`config.mk`:
```
export PLATFORM = sky130hd
export DESIGN_NAME = fwd_hazard_tag_pipe
export DESIGN_NICKNAME = d
export VERILOG_FILES = /design/src/rtl/fwd_hazard_tag_pipe.sv
export SDC_FILE = /design/constraint.sdc
export NUM_CORES = 1
export LEC_CHECK = 0
export CELL_PAD_IN_SITES_DETAIL_PLACEMENT = 2
export CELL_PAD_IN_SITES_GLOBAL_PLACEMENT = 2
export CORE_ASPECT_RATIO = 1.5
export CORE_MARGIN = 3
export CORE_UTILIZATION = 29
export CTS_CLUSTER_DIAMETER = 80
export DETAILED_ROUTE_END_ITERATION = 8
export PLACE_DENSITY = 0.76
export SETUP_SLACK_MARGIN = 0.4
export SYNTH_ARGS = -nofsm -noshare
export SYNTH_HDL_FRONTEND = slang
export SYNTH_SLANG_ARGS = --single-unit
```
`constraint.sdc`:
```
create_clock -name clk -period 2.4 [get_ports clk]
set_clock_uncertainty 0.1 [all_clocks]
set_input_delay 0.72 -clock clk [delete_from_list [all_inputs] [get_ports clk]]
set_output_delay 0.72 -clock clk [all_outputs]
set_load 0.05 [all_outputs]
```
`src/rtl/fwd_hazard_tag_pipe.sv`:
```
// Destination-tag tracker for in-flight writes (EX/MEM/WB). Compares each issuing
// source against every tracked tag, giving youngest-first forwarding selects and a load-use stall.
module fwd_hazard_tag_pipe #(
  parameter int ADDR_W   = 5,
  parameter int DEPTH    = 3,
  parameter int NUM_SRC  = 2,
  parameter int ZERO_REG = 31,
  localparam int SEL_W   = $clog2(DEPTH + 1)
) (
  input  logic                      clk,
  input  logic                      reset_n,
  input  logic                      issue_valid,
  input  logic                      issue_wr_en,
  input  logic [ADDR_W-1:0]         issue_rd,
  input  logic                      issue_load,
  input  logic [NUM_SRC-1:0]        src_used,
  input  logic [NUM_SRC*ADDR_W-1:0] src_addr,
  input  logic                      freeze,
  input  logic                      flush,
  output logic [NUM_SRC*SEL_W-1:0]  fwd_sel,
  output logic                      hazard_stall
);

  logic [DEPTH-1:0]  r_valid;
  logic [DEPTH-1:0]  r_wr_en;
  logic [DEPTH-1:0]  r_load;
  logic [ADDR_W-1:0] r_rd [DEPTH];

  logic [NUM_SRC-1:0][DEPTH-1:0] w_match;
  logic [NUM_SRC-1:0]            w_match_e0;
  logic                          w_stall;

  always_comb begin
    for (int k = 0; k < NUM_SRC; k++) begin
      for (int i = 0; i < DEPTH; i++) begin
        w_match[k][i] = r_valid[i] & r_wr_en[i] & src_used[k]
                      & (r_rd[i] == src_addr[k*ADDR_W +: ADDR_W])
                      & (src_addr[k*ADDR_W +: ADDR_W] != ADDR_W'(ZERO_REG));
      end
    end
  end

  // Scan oldest to youngest so the youngest matching entry overwrites last.
  always_comb begin
    fwd_sel = '0;
    for (int k = 0; k < NUM_SRC; k++) begin
      for (int i = DEPTH - 1; i >= 0; i--) begin
        if (w_match[k][i]) begin
          fwd_sel[k*SEL_W +: SEL_W] = SEL_W'(i + 1);
        end
      end
    end
  end

  always_comb begin
    w_match_e0 = '0;
    for (int k = 0; k < NUM_SRC; k++) begin
      w_match_e0[k] = w_match[k][0];
    end
  end

  // Only a load still in EX is too late to forward; older loads have their data.
  assign w_stall      = issue_valid & ~flush & r_load[0] & (|w_match_e0);
  assign hazard_stall = w_stall;

  always_ff @(posedge clk or negedge reset_n) begin
    if (!reset_n) begin
      r_valid <= '0;
      r_wr_en <= '0;
      r_load  <= '0;
      for (int i = 0; i < DEPTH; i++) begin
        r_rd[i] <= '0;
      end
    end else if (freeze) begin
      if (flush) begin
        r_valid[0] <= 1'b0;
      end
    end else begin
      for (int i = 1; i < DEPTH; i++) begin
        r_valid[i] <= r_valid[i-1];
        r_wr_en[i] <= r_wr_en[i-1];
        r_load[i]  <= r_load[i-1];
        r_rd[i]    <= r_rd[i-1];
      end
      // A flushed EX entry only reaches MEM as a bubble, so both cases clear e0 here
      // and the flush additionally drops the shifted copy below.
      if (flush || w_stall) begin
        r_valid[0] <= 1'b0;
        r_wr_en[0] <= 1'b0;
        r_load[0]  <= 1'b0;
        r_rd[0]    <= '0;
      end else begin
        r_valid[0] <= issue_valid;
        r_wr_en[0] <= issue_wr_en;
        r_load[0]  <= issue_load;
        r_rd[0]    <= issue_rd;
      end
      if (flush && DEPTH > 1) begin
        r_valid[1 % DEPTH] <= 1'b0;
      end
    end
  end

endmodule
```
**Word level (Yosys, flattened, before mapping)**

Index checks and enable logic that the tools add are counted.

- Bits in registers: 22
- Bits of input ports: 24

- Eq/ne operators: 8
- Muxes and demuxes: 12
- Bitwise logic cells: 25
- Reduce and logical (&&, ||, !) cells: 2

Operator list:

| cell | number |
|---|---|
| $eq 5x5->1 | 6 |
| $and 1x1->1 | 24 |
| $mux 2 | 6 |
| $ne 5x5->1 const B | 2 |
| $mux 1 | 5 |
| $mux 5 | 1 |
| $reduce_or 2->1 | 1 |
| $logic_or 1x1->1 | 1 |
| $not 1->1 | 1 |

**Depth between registers and ports, before layout**

- Depth in word-level cells: 9
- Depth in mapped cells: 5

**Worst setup path before layout**

No wires, ideal clock.

- Path type: input-to-output
- Start: in src_addr[5]
- End: out hazard_stall
- Data arrival time: 2.586 ns
- Path slack: -1.006 ns
- Stages on the path: 5
- Buffers on the path: 0
- Path through: xnor2_1 -> nand4_2 -> nor4_4 -> nor2_1 -> nor3_1

- Cells in the longest elaborated chain, start to end: 5

Ends and longest elaborated chain:

| element | RTL line | RTL |
|---|---|---|
| start: declaration | 17 | `input logic [NUM_SRC*ADDR_W-1:0] src_addr,` |
| $eq 5x5->1 | 37 | `& (r_rd[i] == src_addr[k*ADDR_W +: ADDR_W])` |
| $and 1x1->1 | 37 |  |
| $and 1x1->1 * | 38 | `& (src_addr[k*ADDR_W +: ADDR_W] != ADDR_W'(ZERO_REG));` |
| $reduce_or 2->1 * | 63 | `assign w_stall = issue_valid & ~flush & r_load[0] & (\|w_match_e0);` |
| $and 1x1->1 * | 63 |  |
| end: declaration | 21 | `output logic hazard_stall` |

Mark *: on every way between the ends. The rest lies on a longest branch, timed or not.

**Worst setup path after layout**

- Start: in src_addr[8]
- End: out fwd_sel[2]

- Cells in the longest elaborated chain, start to end: 6

Ends and longest elaborated chain:

| element | RTL line | RTL |
|---|---|---|
| $eq 5x5->1 | 37 |  |
| $and 1x1->1 | 37 |  |
| $and 1x1->1 | 38 |  |
| $mux 2 (2 in series) | 48 | `if (w_match[k][i]) begin` |
| $mux 2 * | 48 |  |
| end: declaration | 20 | `output logic [NUM_SRC*SEL_W-1:0] fwd_sel,` |

Marks and branches as above.

==> flow_metrics.py <==
metrics = {
    "status": {
        "status": "finished with violations",
        "violations": "negative setup slack",
    },
    "layout": {
        "fillCellCount": 407,
        "layout-drive-gt1-share_pct": 58.4,
        "utilization_pct": 54.8,
        "n_antenna_cell": 0,
        "ff_latch_area_um2": 552,
        "multi_input_area_um2": 1060,
        "syn_to_final_growth_pct": 77.7,
        "fin_nets": 203,
    },
    "die": {
        "start_util_pct": 30.8,
        "design.core.area_um2": 4320,
        "io_pins": 29,
        "die_width_um": 61.3,
        "rows": 29,
        "die_h_um": 89.0,
        "die_area_um2": 5460,
    },
    "timing": {
        "min_period_ps": 2810,
        "period_share_pct": 117,
        "setup_viol": 5,
        "fmax_ghz": 0.356,
        "timing.final.hold_violations": 0,
        "tns_ps": -1720,
        "worstMarginPinSlew_ps": 345,
        "fin_ws_ps": -412,
        "slew_viol_final": 0,
        "worst_slew_margin_rel_pct": 76.8,
        "hold-worst-slack_ps": 454,
        "grt_setup_unrepaired": "true",
    },
    "logic_synthesis": {
        "synth_warnings": 0,
        "synth_edf_count": 0,
        "synth_xor_area_share_pct": 19.7,
        "synth_common_cells": "28 x xnor2_1, 22 x dfrtp_1, 13 x mux2_2",
        "synth_top_family_by_area": "XOR/XNOR gates",
        "avgSynthCellArea_um2": 11.3,
        "yosys.area_share.adder_pct": 0,
        "ys_ff_latch": 22,
        "synth_ff_type": "dfrtp_1",
        "synth_cell_types": 27,
        "synth_nets": 142,
        "synth_compound_area_share_pct": 10.4,
        "ys_async_sr_fraction_pct": 100,
        "synth_cells": 118,
        "ys_seq_area_share_pct": 41.4,
        "synthTopCellsByArea": "dfrtp_1 41%, xnor2_1 18%, mux2_2 11%",
        "synth_area_leader_cell": "dfrtp_1",
        "yosys.area_share.simple_pct": 16.6,
        "synth.most_common_cell": "xnor2_1",
        "synthMuxAreaShare_pct": 11.0,
        "syn-cell-area_um2": 1330,
        "synth_top_area_share_pct": 41.4,
    },
    "pwr": {
        "irDropWorstVdd_v": 0.000272,
        "power_density_nw_per_um2": 538,
        "p_leak_nw": 0.993,
        "total_power_mw": 1.27,
    },
    "setup_path": {
        "path_class": "in -> out",
        "critPathLaunchType": "input pin",
        "r2r_start": "r_rd[10]",
        "worstPathArrival_ps": 1990,
        "reg2reg_depth": 9,
        "reg2reg_slack_ps": 300,
        "cp_max_fo": 3,
        "end_kind": "output port",
        "timing.rr.end": "r_rd[10]",
        "critPathRequiredTime_ps": 1580,
    },
    "run": {
        "drv_cap": 0,
    },
    "placed_design": {
        "hpwl_um": 3600,
        "io_buffer_count": 28,
        "gp_congestion": 0.814,
        "post-place-ws_ps": -894,
    },
    "worst_hold_path": {
        "min_path_cells": 1,
        "hold_class": "reg -> reg",
        "min_to": "r_load[0]",
        "worst_hold_startpoint": "r_load[0]",
    },
    "routing": {
        "via_per_inst": 5.21,
        "drc": 0,
        "postRouteAntennaNets": 0,
        "routed-wl-met3_um": 112,
        "met2WireLength_um": 2900,
        "drtIter0Drc": 15,
        "highest_layer": "met4",
        "dr.pass1.iters": 2,
        "routed_wl_um": 5100,
        "wl_per_cell_um": 22.8,
        "wl_met1_um": 1930,
        "vias": 1168,
    },
    "clock_tree": {
        "cts_root_buf": "clkbuf_8",
        "clock_latency_ps": 280,
        "cts_tree": "yes",
        "clock_path_buffers": 2,
        "cts_num_sinks": 22,
        "numCtsBuffers": 3,
        "htreeDepth": 1,
        "cts_hold_buf": 0,
        "clk_pin_slew_ps": 90,
    },
    "grt": {
        "antenna_found_initial": 0,
        "overflow": 0,
        "grt_pass1_vias": 1393,
        "grt_pass1_wl_um": 7980,
        "grt_max_degree": 23,
        "grt.total_usage_pct": 21.4,
    },
}
==> per-stage QoR <==
step | instance area [µm²] | instances
finish | 2370 | 224
global route | 2370 | 224
CTS | 2290 | 222
detailed placement | 2040 | 217
global placement | 2040 | 217
floorplan | 1460 | 118
==> power by group <==
group	total, mW	leakage, nW	switching [mW]	internal, mW
clock	0.363	0.0357	0.140	0.223
combinational	0.398	0.681	0.158	0.240
sequential	0.511	0.276	0.0884	0.422
==> cells in the final DEF, fill, tap and decap left out, types with 2 or more instances in the layout <==
cell,synthesis,layout
clkdlybuf4s50_1,0,11
a22o_1,7,7
nor2_2,0,2
xnor2_1,28,11
nor4_4,1,2
buf_12,0,5
buf_6,0,10
nand3_1,4,3
nand2b_1,3,2
o21ai_4,1,2
dfrtp_1,22,21
buf_4,0,23
xnor2_4,0,2
nand2_1,5,4
clkbuf_8,0,3
nor3_4,0,2
nand3_4,0,2
buf_8,0,7
nor2_1,5,3
mux2_2,13,13
dlygate4sd2_1,0,2
xnor2_2,0,15
nand4_1,6,6
==> routing by layer <==
metal  global-route usage (%)  up-vias
met1                     23.4      590
li1                         -      547
met4                     12.0        0
met2                     38.7       23
met3                     2.31        8
met5                        0        -
==> area by class of cell <==
class / instances / share of cell area, %
Timing Repair Buffer: 59 / 26.3
Sequential cell: 22 / 23.3
Multi-Input combinational cell: 93 / 44.9
Clock buffer: 3 / 1.75
Tap cell: 46 / 2.43
Clock inverter: 1 / 1.27
==> worst max-delay path, cell delays in order <==
cell and delay, ps:
buf_8 100, buf_6 120, xnor2_2 120, nand4_1 170
nor2_1 150, nand4_1 190, a21o_4 270, buf_12 140
==> state kept, by name, indices dropped and copies added (netlist names) <==
register / count
r_valid: 3
r_rd: 15
r_wr_en: 3
r_load: 1
==> cells by family (layout without fill, tap and decap cells) <==
| family | after synthesis | count (layout) |
|---|---|---|
| multiplexers | 13 | 13 |
| AND/OR/NAND/NOR | 35 | 35 |
| AO/OA/AOI/OAI | 15 | 15 |
| flip-flops | 22 | 22 |
| XOR/XNOR | 30 | 30 |
| buffers and inverters | 3 | 63 |
==> worst max path at each step <==
stage / start / to / slack (ps)
2_1_floorplan: src_addr[5] / fwd_sel[3] / -310
3_3_place_gp: src_addr[5] / fwd_sel[3] / -820
3_5_place_dp: src_addr[1] / fwd_sel[1] / -890
4_1_cts: src_addr[1] / fwd_sel[0] / -470
5_1_grt: src_addr[5] / fwd_sel[2] / -490
6_report: src_addr[8] / fwd_sel[2] / -410
==> repair_timing <==
item                                    4_1_cts  5_1_grt
setup buffers                                 1        2
endpoints found under the hold margin         0        0
pin swaps                                    22       10
endpoints found under the setup margin       13       13
gates resized for setup                      90       11
Note: power is estimated with default switching activity, not from simulation.
